===== config.mk =====
export PLATFORM = sky130hd
export DESIGN_NAME = bar0_reg_sequencer_flat
export DESIGN_NICKNAME = d
export VERILOG_FILES = /design/src/rtl/bar0_reg_sequencer_if.sv /design/src/rtl/bar0_reg_sequencer.sv /design/src/flat_wrapper.sv
export SDC_FILE = /design/constraint.sdc
export NUM_CORES = 1
export LEC_CHECK = 0
export ABC_AREA = 1
export CAP_MARGIN = 20
export CORE_UTILIZATION = 54
export DETAILED_ROUTE_END_ITERATION = 12
export PLACE_DENSITY = 0.92
export SYNTH_ARGS = -nofsm -noshare
export SYNTH_HDL_FRONTEND = slang
export SYNTH_SLANG_ARGS = --single-unit

===== constraint.sdc =====
create_clock -name user_clk -period 10 [get_ports user_clk]
set_clock_uncertainty 0.1 [all_clocks]
set_input_delay 1.5 -clock user_clk [delete_from_list [all_inputs] [get_ports user_clk]]
set_output_delay 1.5 -clock user_clk [all_outputs]
set_load 0.1 [all_outputs]

===== src/rtl/bar0_reg_sequencer_if.sv =====
// bar0_reg_sequencer_if: CQ descriptor, register read/write and completion-request
// bundle for the BAR0 register sequencer. The slave modport is the sequencer's view.
interface bar0_reg_sequencer_if #(
  parameter int BAR0_SIZE = 16
) ();
  // CQ descriptor (upstream parser is always ready)
  logic                 cq_valid;
  logic                 cq_last;
  logic [3:0]           cq_type;
  logic [BAR0_SIZE-1:0] cq_reg_addr;
  logic [63:0]          cq_payload;
  logic [2:0]           cq_bar_id;
  logic [15:0]          cq_requester_id;
  logic [7:0]           cq_tag;
  logic [2:0]           cq_tc;
  logic [6:0]           cq_lower_addr;
  logic [10:0]          cq_payload_dw_count;
  // register write port
  logic                 reg_wr_en;
  logic [BAR0_SIZE-1:0] reg_wr_addr;
  logic [63:0]          reg_wr_data;
  logic [1:0]           reg_wr_dw_mask;
  // register read port
  logic                 reg_rd_req;
  logic [BAR0_SIZE-1:0] reg_rd_addr;
  logic                 reg_rd_ack;
  logic [63:0]          reg_rd_data;
  // completion request
  logic                 cc_req_valid;
  logic [15:0]          cc_req_requester_id;
  logic [7:0]           cc_req_tag;
  logic [2:0]           cc_req_tc;
  logic [6:0]           cc_req_lower_addr;
  logic [10:0]          cc_req_dw_count;
  logic [63:0]          cc_req_data;
  logic                 cc_req_ready;

  modport slave (
    input  cq_valid, cq_last, cq_type, cq_reg_addr, cq_payload, cq_bar_id,
           cq_requester_id, cq_tag, cq_tc, cq_lower_addr, cq_payload_dw_count,
           reg_rd_ack, reg_rd_data, cc_req_ready,
    output reg_wr_en, reg_wr_addr, reg_wr_data, reg_wr_dw_mask,
           reg_rd_req, reg_rd_addr,
           cc_req_valid, cc_req_requester_id, cc_req_tag, cc_req_tc,
           cc_req_lower_addr, cc_req_dw_count, cc_req_data
  );

  modport master (
    output cq_valid, cq_last, cq_type, cq_reg_addr, cq_payload, cq_bar_id,
           cq_requester_id, cq_tag, cq_tc, cq_lower_addr, cq_payload_dw_count,
           reg_rd_ack, reg_rd_data, cc_req_ready,
    input  reg_wr_en, reg_wr_addr, reg_wr_data, reg_wr_dw_mask,
           reg_rd_req, reg_rd_addr,
           cc_req_valid, cc_req_requester_id, cc_req_tag, cc_req_tc,
           cc_req_lower_addr, cc_req_dw_count, cc_req_data
  );
endinterface


===== src/rtl/bar0_reg_sequencer.sv =====
// bar0_reg_sequencer: filters CQ first beats, queues supported BAR0 reads/writes and
// replays them one at a time onto the register port, returning read data as a
// completion request. Optional macro BAR0_SEQ_RD_TIMEOUT_EN adds a 256-cycle read timeout.
module bar0_reg_sequencer #(
  parameter int BAR0_SIZE  = 16,
  parameter int FIFO_DEPTH = 4
) (
  input  logic                 user_clk,
  input  logic                 user_rst_n,
  bar0_reg_sequencer_if.slave  bus,
  output logic                 busy,
  output logic [15:0]          drop_cnt,
  output logic [15:0]          unsup_cnt,
  output logic                 rd_timeout
);
  localparam int PW = $clog2(FIFO_DEPTH);
  localparam logic [PW:0] FULL = FIFO_DEPTH[PW:0];

  typedef struct packed {
    logic                 is_wr;
    logic [BAR0_SIZE-1:0] addr;
    logic [63:0]          data;
    logic [15:0]          rid;
    logic [7:0]           tag;
    logic [2:0]           tc;
    logic [6:0]           la;
    logic [10:0]          dw;
  } req_t;

  typedef enum logic [1:0] {S_IDLE, S_WR, S_RD_WAIT, S_CC_SEND} state_t;

  state_t      r_state, w_next;
  logic        r_in_pkt;
  req_t        r_mem [FIFO_DEPTH];
  logic [PW-1:0] r_wptr, r_rptr;
  logic [PW:0] r_count;
  req_t        r_cur;
  logic [63:0] r_rd_data;
  logic [15:0] r_drop, r_unsup;

  logic w_first, w_sup, w_unsup, w_full, w_pop, w_push, w_drop, w_ack, w_to;
  req_t w_head, w_in;

  // a valid beat is a first beat unless the previous valid beat left a packet open
  assign w_first = bus.cq_valid & ~r_in_pkt;
  assign w_sup   = w_first & bus.cq_last & (bus.cq_bar_id == 3'd0) &
                   ((bus.cq_type == 4'b0000) | (bus.cq_type == 4'b0001)) &
                   ((bus.cq_payload_dw_count == 11'd1) | (bus.cq_payload_dw_count == 11'd2));
  assign w_unsup = w_first & ~w_sup;
  assign w_full  = (r_count == FULL);
  assign w_pop   = (r_state == S_IDLE) & (r_count != '0);
  assign w_push  = w_sup & (~w_full | w_pop);
  assign w_drop  = w_sup & w_full & ~w_pop;
  assign w_ack   = (r_state == S_RD_WAIT) & bus.reg_rd_ack;
  assign w_head  = r_mem[r_rptr];
  assign w_in    = '{is_wr: bus.cq_type[0], addr: bus.cq_reg_addr, data: bus.cq_payload,
                     rid: bus.cq_requester_id, tag: bus.cq_tag, tc: bus.cq_tc,
                     la: bus.cq_lower_addr, dw: bus.cq_payload_dw_count};

`ifdef BAR0_SEQ_RD_TIMEOUT_EN
  logic [7:0] r_to_cnt;
  logic       r_to_pulse;
  // cycles spent in RD_WAIT; the 256th cycle without an ack fires the timeout
  assign w_to = (r_state == S_RD_WAIT) & ~bus.reg_rd_ack & (r_to_cnt == 8'hFF);
  // RD_WAIT cycle counter and one-cycle timeout pulse
  always_ff @(posedge user_clk or negedge user_rst_n) begin
    if (!user_rst_n) begin
      r_to_cnt   <= '0;
      r_to_pulse <= 1'b0;
    end else begin
      r_to_cnt   <= (r_state == S_RD_WAIT) ? r_to_cnt + 8'd1 : 8'd0;
      r_to_pulse <= w_to;
    end
  end
  assign rd_timeout = r_to_pulse;
`else
  assign w_to       = 1'b0;
  assign rd_timeout = 1'b0;
`endif

  // FSM state register
  always_ff @(posedge user_clk or negedge user_rst_n) begin
    if (!user_rst_n) r_state <= S_IDLE;
    else             r_state <= w_next;
  end

  // FSM next state
  always_comb begin
    w_next = r_state;
    case (r_state)
      S_IDLE:    if (w_pop) w_next = w_head.is_wr ? S_WR : S_RD_WAIT;
      S_WR:      w_next = S_IDLE;
      S_RD_WAIT: if (bus.reg_rd_ack || w_to) w_next = S_CC_SEND;
      S_CC_SEND: if (bus.cc_req_ready) w_next = S_IDLE;
      default:   w_next = S_IDLE;
    endcase
  end

  // queue storage; contents are only meaningful between pointers, so no reset
  always_ff @(posedge user_clk) begin
    if (w_push) r_mem[r_wptr] <= w_in;
  end

  // queue pointers, packet-continuation flag and saturating status counters
  always_ff @(posedge user_clk or negedge user_rst_n) begin
    if (!user_rst_n) begin
      r_wptr   <= '0;
      r_rptr   <= '0;
      r_count  <= '0;
      r_in_pkt <= 1'b0;
      r_drop   <= '0;
      r_unsup  <= '0;
    end else begin
      if (w_push) r_wptr <= r_wptr + 1'b1;
      if (w_pop)  r_rptr <= r_rptr + 1'b1;
      case ({w_push, w_pop})
        2'b10:   r_count <= r_count + 1'b1;
        2'b01:   r_count <= r_count - 1'b1;
        default: r_count <= r_count;
      endcase
      if (bus.cq_valid) r_in_pkt <= ~bus.cq_last;
      if (w_drop  && r_drop  != 16'hFFFF) r_drop  <= r_drop  + 16'd1;
      if (w_unsup && r_unsup != 16'hFFFF) r_unsup <= r_unsup + 16'd1;
    end
  end

  // request in service and captured read data (upper DW cleared for 1-DW reads)
  always_ff @(posedge user_clk or negedge user_rst_n) begin
    if (!user_rst_n) begin
      r_cur     <= '0;
      r_rd_data <= '0;
    end else begin
      if (w_pop) r_cur <= w_head;
      if (w_ack)
        r_rd_data <= (r_cur.dw == 11'd2) ? bus.reg_rd_data : {32'h0, bus.reg_rd_data[31:0]};
      else if (w_to)
        r_rd_data <= 64'hFFFF_FFFF_FFFF_FFFF;
    end
  end

  assign bus.reg_wr_en           = (r_state == S_WR);
  assign bus.reg_wr_addr         = r_cur.addr;
  assign bus.reg_wr_data         = r_cur.data;
  assign bus.reg_wr_dw_mask      = {r_cur.dw == 11'd2, (r_cur.dw == 11'd1) | (r_cur.dw == 11'd2)};
  assign bus.reg_rd_req          = (r_state == S_RD_WAIT);
  assign bus.reg_rd_addr         = r_cur.addr;
  assign bus.cc_req_valid        = (r_state == S_CC_SEND);
  assign bus.cc_req_requester_id = r_cur.rid;
  assign bus.cc_req_tag          = r_cur.tag;
  assign bus.cc_req_tc           = r_cur.tc;
  assign bus.cc_req_lower_addr   = r_cur.la;
  assign bus.cc_req_dw_count     = r_cur.dw;
  assign bus.cc_req_data         = r_rd_data;

  assign busy      = (r_state != S_IDLE) | (r_count != '0);
  assign drop_cnt  = r_drop;
  assign unsup_cnt = r_unsup;
endmodule

===== src/flat_wrapper.sv =====
// flat-port wrapper written by rule: the top's interface ports become plain ports
module bar0_reg_sequencer_flat 
#(
  parameter int BAR0_SIZE  = 16,
  parameter int FIFO_DEPTH = 4
)
  (user_clk, user_rst_n, busy, drop_cnt, unsup_cnt, rd_timeout, bus_cq_valid, bus_cq_last, bus_cq_type, bus_cq_reg_addr, bus_cq_payload, bus_cq_bar_id, bus_cq_requester_id, bus_cq_tag, bus_cq_tc, bus_cq_lower_addr, bus_cq_payload_dw_count, bus_reg_rd_ack, bus_reg_rd_data, bus_cc_req_ready, bus_reg_wr_en, bus_reg_wr_addr, bus_reg_wr_data, bus_reg_wr_dw_mask, bus_reg_rd_req, bus_reg_rd_addr, bus_cc_req_valid, bus_cc_req_requester_id, bus_cc_req_tag, bus_cc_req_tc, bus_cc_req_lower_addr, bus_cc_req_dw_count, bus_cc_req_data);
  bar0_reg_sequencer_if #(.BAR0_SIZE(BAR0_SIZE)) bus_i ();
  input  logic user_clk;
  input  logic user_rst_n;
  output logic busy;
  output logic [15:0] drop_cnt;
  output logic [15:0] unsup_cnt;
  output logic rd_timeout;
  input wire logic [$bits(bus_i.cq_valid)-1:0] bus_cq_valid;
  input wire logic [$bits(bus_i.cq_last)-1:0] bus_cq_last;
  input wire logic [$bits(bus_i.cq_type)-1:0] bus_cq_type;
  input wire logic [$bits(bus_i.cq_reg_addr)-1:0] bus_cq_reg_addr;
  input wire logic [$bits(bus_i.cq_payload)-1:0] bus_cq_payload;
  input wire logic [$bits(bus_i.cq_bar_id)-1:0] bus_cq_bar_id;
  input wire logic [$bits(bus_i.cq_requester_id)-1:0] bus_cq_requester_id;
  input wire logic [$bits(bus_i.cq_tag)-1:0] bus_cq_tag;
  input wire logic [$bits(bus_i.cq_tc)-1:0] bus_cq_tc;
  input wire logic [$bits(bus_i.cq_lower_addr)-1:0] bus_cq_lower_addr;
  input wire logic [$bits(bus_i.cq_payload_dw_count)-1:0] bus_cq_payload_dw_count;
  input wire logic [$bits(bus_i.reg_rd_ack)-1:0] bus_reg_rd_ack;
  input wire logic [$bits(bus_i.reg_rd_data)-1:0] bus_reg_rd_data;
  input wire logic [$bits(bus_i.cc_req_ready)-1:0] bus_cc_req_ready;
  output wire logic [$bits(bus_i.reg_wr_en)-1:0] bus_reg_wr_en;
  output wire logic [$bits(bus_i.reg_wr_addr)-1:0] bus_reg_wr_addr;
  output wire logic [$bits(bus_i.reg_wr_data)-1:0] bus_reg_wr_data;
  output wire logic [$bits(bus_i.reg_wr_dw_mask)-1:0] bus_reg_wr_dw_mask;
  output wire logic [$bits(bus_i.reg_rd_req)-1:0] bus_reg_rd_req;
  output wire logic [$bits(bus_i.reg_rd_addr)-1:0] bus_reg_rd_addr;
  output wire logic [$bits(bus_i.cc_req_valid)-1:0] bus_cc_req_valid;
  output wire logic [$bits(bus_i.cc_req_requester_id)-1:0] bus_cc_req_requester_id;
  output wire logic [$bits(bus_i.cc_req_tag)-1:0] bus_cc_req_tag;
  output wire logic [$bits(bus_i.cc_req_tc)-1:0] bus_cc_req_tc;
  output wire logic [$bits(bus_i.cc_req_lower_addr)-1:0] bus_cc_req_lower_addr;
  output wire logic [$bits(bus_i.cc_req_dw_count)-1:0] bus_cc_req_dw_count;
  output wire logic [$bits(bus_i.cc_req_data)-1:0] bus_cc_req_data;
  assign bus_i.cq_valid = bus_cq_valid;
  assign bus_i.cq_last = bus_cq_last;
  assign bus_i.cq_type = bus_cq_type;
  assign bus_i.cq_reg_addr = bus_cq_reg_addr;
  assign bus_i.cq_payload = bus_cq_payload;
  assign bus_i.cq_bar_id = bus_cq_bar_id;
  assign bus_i.cq_requester_id = bus_cq_requester_id;
  assign bus_i.cq_tag = bus_cq_tag;
  assign bus_i.cq_tc = bus_cq_tc;
  assign bus_i.cq_lower_addr = bus_cq_lower_addr;
  assign bus_i.cq_payload_dw_count = bus_cq_payload_dw_count;
  assign bus_i.reg_rd_ack = bus_reg_rd_ack;
  assign bus_i.reg_rd_data = bus_reg_rd_data;
  assign bus_i.cc_req_ready = bus_cc_req_ready;
  assign bus_reg_wr_en = bus_i.reg_wr_en;
  assign bus_reg_wr_addr = bus_i.reg_wr_addr;
  assign bus_reg_wr_data = bus_i.reg_wr_data;
  assign bus_reg_wr_dw_mask = bus_i.reg_wr_dw_mask;
  assign bus_reg_rd_req = bus_i.reg_rd_req;
  assign bus_reg_rd_addr = bus_i.reg_rd_addr;
  assign bus_cc_req_valid = bus_i.cc_req_valid;
  assign bus_cc_req_requester_id = bus_i.cc_req_requester_id;
  assign bus_cc_req_tag = bus_i.cc_req_tag;
  assign bus_cc_req_tc = bus_i.cc_req_tc;
  assign bus_cc_req_lower_addr = bus_i.cc_req_lower_addr;
  assign bus_cc_req_dw_count = bus_i.cc_req_dw_count;
  assign bus_cc_req_data = bus_i.cc_req_data;
  bar0_reg_sequencer #(.BAR0_SIZE(BAR0_SIZE), .FIFO_DEPTH(FIFO_DEPTH)) u_core (.user_clk(user_clk), .user_rst_n(user_rst_n), .bus(bus_i), .busy(busy), .drop_cnt(drop_cnt), .unsup_cnt(unsup_cnt), .rd_timeout(rd_timeout));
endmodule

=== Yosys cells after proc, flatten, opt, wreduce, memory -nomap -nowiden ===
Memory sizes are Yosys's and may differ from the RTL's.
Index checks and enable logic that the tools add are counted.

* Bits in registers: 231
* RAM bits: 504
* Input bits: 202
* Output and inout bits: 244
* Word-level logic and storage cells: 77
* Memories: 1

{| class="wikitable"
|+ Memory list
! name !! words !! width !! read ports !! clocked after memory_dff !! write ports !! line !! text
|-
| u_core.r_mem || 4 || 126 || 1 || 0 || 1 || bar0_reg_sequencer.sv:34 || <nowiki>req_t r_mem [FIFO_DEPTH];</nowiki>
|}

* Add/sub/neg operators: 6
* Equality and inequality tests: 16
* Muxes and demuxes: 9
* Bitwise operators: 21
* Reductions and logical operators: 9

{| class="wikitable"
|+ Operators by type and width
! kind !! count
|-
| 64-bit 2-to-1 mux || 1
|-
| 16-bit by 1-bit adder with 16-bit output (second input constant) || 2
|-
| 16-bit != test (second input constant) || 2
|-
| 11-bit by 1-bit == test with 1-bit output (second input constant) || 2
|-
| 11-bit by 2-bit == test with 1-bit output (second input constant) || 2
|-
| 1-bit AND || 11
|-
| 2-bit 2-to-1 mux || 4
|-
| 2-bit one-hot mux with 4 select lines || 1
|-
| 2-bit == test (second input constant) || 3
|-
| 3-bit one-hot mux with 2 select lines || 1
|-
| 1-bit NOT || 5
|-
| 1-bit bitwise OR || 5
|-
| 2-bit by 1-bit adder with 2-bit output (second input constant) || 2
|-
| 2-bit by 1-bit == test with 1-bit output (second input constant) || 2
|-
| 4-bit by 1-bit == test with 1-bit output (second input constant) || 1
|-
| 4-bit logical NOT || 1
|-
| 2-bit != test (second input constant) || 2
|-
| 2-bit nonzero test || 2
|-
| 3-bit by 1-bit adder with 3-bit output (second input constant) || 1
|-
| 3-bit == test (second input constant) || 1
|-
| 3-bit logical NOT || 1
|-
| 3-bit AND reduction || 1
|-
| 3-bit nonzero test || 1
|-
| 3-bit by 1-bit subtractor with 3-bit output (second input constant) || 1
|-
| 4 further kinds || 6
|}

=== Depth between registers and ports, before layout ===
* Depth in word-level cells: 9
* Depth in mapped cells: 13
* Depth with buffers taken out: 13

=== Least setup slack after synthesis ===
OpenSTA, ideal clock, no wires.

* Path kind: input to register
* From: input bus_cq_valid
* To: memory u_core.r_mem[0][0] (netlist bit), enable pin
* Library setup time: 0.613 ns
* Arrival: 7.400 ns
* Setup slack: 1.887 ns
* Cell stages on the path: 8
* Path buffers: 0
* Path through: inv_2 nor2_4 inv_2 nor2_4 inv_2 nor2_4 nand2_1 nor2_1

* Longest elaborated chain between the ends: 8

{| class="wikitable"
|+ Ends and longest elaborated chain
! element !! line !! text
|-
| from (decl) || flat_wrapper.sv:15 || <nowiki>input wire logic [$bits(bus_i.cq_valid)-1:0] bus_cq_valid;</nowiki>
|-
| 1-bit AND || bar0_reg_sequencer.sv:45 || <nowiki>assign w_first = bus.cq_valid & ~r_in_pkt;</nowiki>
|-
| 1-bit AND (3 in a row) || bar0_reg_sequencer.sv:46 || <nowiki>assign w_sup = w_first & bus.cq_last & (bus.cq_bar_id == 3'd0) &</nowiki>
|-
| 1-bit AND || bar0_reg_sequencer.sv:47 || <nowiki>((bus.cq_type == 4'b0000) | (bus.cq_type == 4'b0001)) &</nowiki>
|-
| 1-bit AND || bar0_reg_sequencer.sv:52 || <nowiki>assign w_push = w_sup & (~w_full | w_pop);</nowiki>
|-
| 1-bit 2-to-1 mux || bar0_reg_sequencer.sv:101 || <nowiki>if (w_push) r_mem[r_wptr] <= w_in;</nowiki>
|-
| 1-bit 2-to-1 mux (not written as such) || bar0_reg_sequencer.sv:101 ||
|-
| to (decl) || bar0_reg_sequencer.sv:34 ||
|}

No other way between the ends.

=== Worst setup path after layout ===
* From: input bus_cq_payload_dw_count[10]
* To: memory u_core.r_mem[1][122] (netlist bit), enable pin

* Longest elaborated chain between the ends: 6
* Elaborated cells between the ends (all ways): 7

{| class="wikitable"
|+ Ends and longest elaborated chain
! element !! line !! text
|-
| from (decl) || flat_wrapper.sv:25 || <nowiki>input wire logic [$bits(bus_i.cq_payload_dw_count)-1:0] bus_cq_payload_dw_count;</nowiki>
|-
| 11-bit by 1-bit == test with 1-bit output or 11-bit by 2-bit == test with 1-bit output (tied branches) || bar0_reg_sequencer.sv:48 || <nowiki>((bus.cq_payload_dw_count == 11'd1) | (bus.cq_payload_dw_count == 11'd2));</nowiki>
|-
| 1-bit bitwise OR * || bar0_reg_sequencer.sv:48 ||
|-
| 1-bit AND * || bar0_reg_sequencer.sv:47 ||
|-
| 1-bit AND * || bar0_reg_sequencer.sv:52 ||
|-
| 1-bit 2-to-1 mux * || bar0_reg_sequencer.sv:101 ||
|-
| 1-bit 2-to-1 mux (not written as such) * || bar0_reg_sequencer.sv:101 ||
|}

Mark *: on every way between the ends. The rest lies on a longest branch, timed or not.

==> flow_metrics.py <==
metrics = {
    "cells_and_area": {
        "stdcell_area_mm2": 0.0360,
        "nets": 3045,
        "fin_util_pct": 68.4,
        "area_delta_synth_final_pct": 25.0,
        "drive_gt1_share_pct": 6.77,
    },
    "route": {
        "initialDrtViolationCount": 1898,
        "wl_met3_um": 6530,
        "wl_met2_um": 37400,
        "routedWlPerCell_um": 20.7,
        "drt-met1-wl_um": 27200,
        "drc": 0,
        "detail-route-antenna-nets": 0,
        "wl_um": 74500,
        "top_layer_used": "met5",
        "via_per_inst": 5.71,
        "vias": 20500,
        "dr.pass1.iters": 6,
    },
    "clock_tree": {
        "clock_sinks": 735,
        "cts_tree": "yes",
        "cts_resized": 0,
        "root_buffer": "clkbuf_16",
        "htree_levels": 3,
        "clk_latency_ns": 0.60,
        "path_clk_slew_ns": 0.06,
        "cts_hold_buf": 0,
        "cts_max_path_buffers": 3,
        "cts_setup_buffers": 0,
        "cts_buffers": 74,
    },
    "power_and_ir_drop": {
        "internal_power_mw": 6.50,
        "power_frac_clock_pct": 22.0,
        "p_leak_nw": 13.1,
        "p_seq_share_pct": 32.3,
        "power-per-cell-area_mw_per_mm2": 344,
        "power_frac_comb_pct": 45.7,
        "swShare_pct": 47.4,
        "vdd_ir_drop_max_mv": 0.281,
        "p_sw_mw": 5.86,
    },
    "synth": {
        "yosysTopAreaCell": "edfxtp_1",
        "yosys_warnings": 0,
        "avgSynthCellArea_um2": 11.8,
        "yosys_register_bits": 735,
        "synth-seq-area-share_pct": 72.7,
        "synth_top_area_share_pct": 52.6,
        "netlist_area_mm2": 0.0288,
        "synth_area_leaders": "edfxtp_1 53%, dfrtp_1 20%, nor2_1 8.4%",
        "syn_nets": 2652,
        "yosys.cell_types.count": 40,
        "synthCells": 2443,
    },
    "timing": {
        "tns_ns": 0,
        "timing.final.ws_setup_ns": 5.22,
        "fmax_ghz": 0.209,
        "hold_viol": 0,
        "rsz0062_at_grt": "no",
        "setup-violations-final": 0,
        "slew_violations": 0,
        "min_period_over_period_pct": 47.8,
        "period_minus_slack_ns": 4.78,
        "worstMarginPinSlew_ns": 1.20,
        "slew_headroom_pct": 19.8,
    },
    "critical_path": {
        "crit_arrival_ns": 4.90,
        "critPathLaunchType": "input pin",
        "end_kind": "register",
        "critPathKind": "input pin to register",
        "cp.required_ns": 10.11,
        "path_max_fanout": 66,
    },
    "outcome": {
        "status": "finished clean",
    },
    "min_path": {
        "hold_class": "register to register",
    },
    "placement": {
        "dp_slack_ns": 4.62,
        "gp_congestion": 0.870,
        "dp_hpwl_um": 44200,
        "place_area_mm2": 0.0335,
        "io_buffer_count": 444,
    },
    "global_route": {
        "grt_max_degree": 160,
        "grt_util_all_layers_pct": 27.3,
        "grt_pass1_wl_um": 113000,
        "overflow": 0,
        "grt_pass1_vias": 20500,
        "antenna_found_initial": 12,
    },
    "floorplanning": {
        "die_h_um": 233,
        "dieArea_mm2": 0.0542,
        "initial_core_util_pct": 54.7,
        "core-area_mm2": 0.0526,
        "ioPinCount": 446,
        "die_w_um": 233,
        "std_cell_rows": 84,
    },
    "run": {
        "maxCapViolations": 0,
    },
}
-- cells by family (layout without fill, tap and decap cells) --
family                     after synthesis  count (layout)  synth area share [%]
AOI/OAI and AO/OA                      442             442                  8.39
xor gates and xnor gates                18              18                 0.548
adders and majority gates                7               7                 0.331
buffers and inverters                  222             676                  3.67
DFF                                    735             735                  72.7
other                                    1               8                0.0130
and+or+nand+nor                       1018            1018                  14.3
-- power groups by stage --
| stage | clock network [mW] | logic [mW] | registers [mW] |
|---|---|---|---|
| 2_1_floorplan | 0 | 1.98 | 6.24 |
| 3_3_place_gp | 0 | 5.43 | 4.02 |
| 3_5_place_dp | 0 | 5.58 | 4.04 |
| 4_1_cts | 2.75 | 5.63 | 3.98 |
| 5_1_grt | 2.87 | 5.95 | 4.03 |
| 6_report | 2.72 | 5.65 | 3.99 |
-- layout make-up --
type / count / area, um2
multi-input cells: 1486 / 6830
diodes: 7 / 17.5
inverters: 77 / 308
flip-flops and latches: 735 / 20900
fillers: 3325 / 16600
clock inverters: 29 / 290
clock buffers: 108 / 2120
repair buffers: 462 / 4620
well taps: 688 / 861
-- metal layers --
layer	up-vias	GRT usage (%)
li1	9180	-
met1	9924	32.6
met2	1175	46.1
met3	225	6.24
met4	12	14.3
met5	-	0
-- critical path, stage by stage --
cell	delay, ns
clkdlybuf4s50_1	0.56
nor2_1	0.15
nand2_1	0.07
nor2_1	0.15
nand2_1	0.15
nor2_4	0.16
nand2_1	0.30
nor2_4	0.18
buf_4	0.70
buf_4	0.93
-- synthesized netlist by cell type --
master,instances
ha_1,6
nor3_1,13
nor2_4,8
o21bai_2,2
clkbuf_1,44
buf_2,42
dfrtp_1,231
xnor2_1,5
or2_2,1
o21ai_2,7
nand3_2,2
inv_4,1
nand3b_1,6
inv_2,15
nor2_2,8
inv_1,60
nor3_2,3
and2_1,1
nand2_4,1
nand3_1,30
o21ai_1,32
clkinv_2,1
edfxtp_1,504
fa_1,1
nand2_2,13
nand2_1,277
o21ai_0,273
nor2_1,642
o211ai_1,3
buf_6,3
o22ai_1,11
a31oi_1,114
xor2_1,13
nand3_4,3
nand4_1,8
conb_1,1
buf_4,38
nor3b_1,1
buf_1,18
nand3b_2,1
-- cells in the final DEF (no fill, tap or decap), types with 14 or more instances in the layout --
cell type,synthesis,final
a31oi_1,114,114
buf_4,38,16
clkbuf_1,44,26
clkbuf_16,0,79
clkdlybuf4s50_1,0,443
dfrtp_1,231,229
edfxtp_1,504,504
inv_1,60,60
nand2_1,277,276
nand2_2,13,14
nand3_1,30,30
nor2_1,642,638
o21ai_0,273,273
o21ai_1,32,32
-- metrics by stage --
| stage | hold WS, ns | power, mW | instances |
|---|---|---|---|
| finish | 0.380 | 12.4 | 3592 |
| global route | 0.402 | 12.9 | 3592 |
| CTS | 0.380 | 12.4 | 3584 |
| detailed placement | 0.367 | 9.62 | 3447 |
| global placement | 0.361 | 9.45 | 3447 |
| floorplan | 0.392 | 8.22 | 2443 |
-- state kept, by name (all words and copies together), names as in the netlist --
signal	flops
u_core.drop_cnt	16
u_core.bus.cc_req_data	64
u_core.bus.cc_req_tc	3
u_core.bus.cc_req_requester_id	16
u_core.unsup_cnt	16
u_core.r_rptr	2
u_core.bus.cc_req_lower_addr	7
u_core.r_count	3
u_core.bus.cc_req_tag	8
u_core.r_state	2
u_core.r_in_pkt	1
u_core.r_mem	504
u_core.bus.reg_rd_addr	16
u_core.bus.reg_wr_data	64
u_core.r_wptr	2
u_core.bus.cc_req_dw_count	11
-- worst paths after layout --
check / slack, ns / cells past startpoint / start / to
worst max-delay path: 5.22 / 10 / bus_cq_payload_dw_count[10] / u_core.r_mem[1][122]
worst min-delay path: 0.38 / 2 / u_core.bus.cc_req_data[7] / u_core.bus.cc_req_data[7]
worst max register to register: 6.28 / 7 / u_core.r_state[0] / u_core.r_mem[1][122]
worst min register to register: 0.38 / 2 / u_core.bus.cc_req_data[7] / u_core.bus.cc_req_data[7]
max in group asynchronous: 7.65 / 2 / user_rst_n / u_core.r_rptr[0]
min in group asynchronous: 0.83 / 1 / user_rst_n / u_core.unsup_cnt[13]
Power figures use the tool's default switching activity.
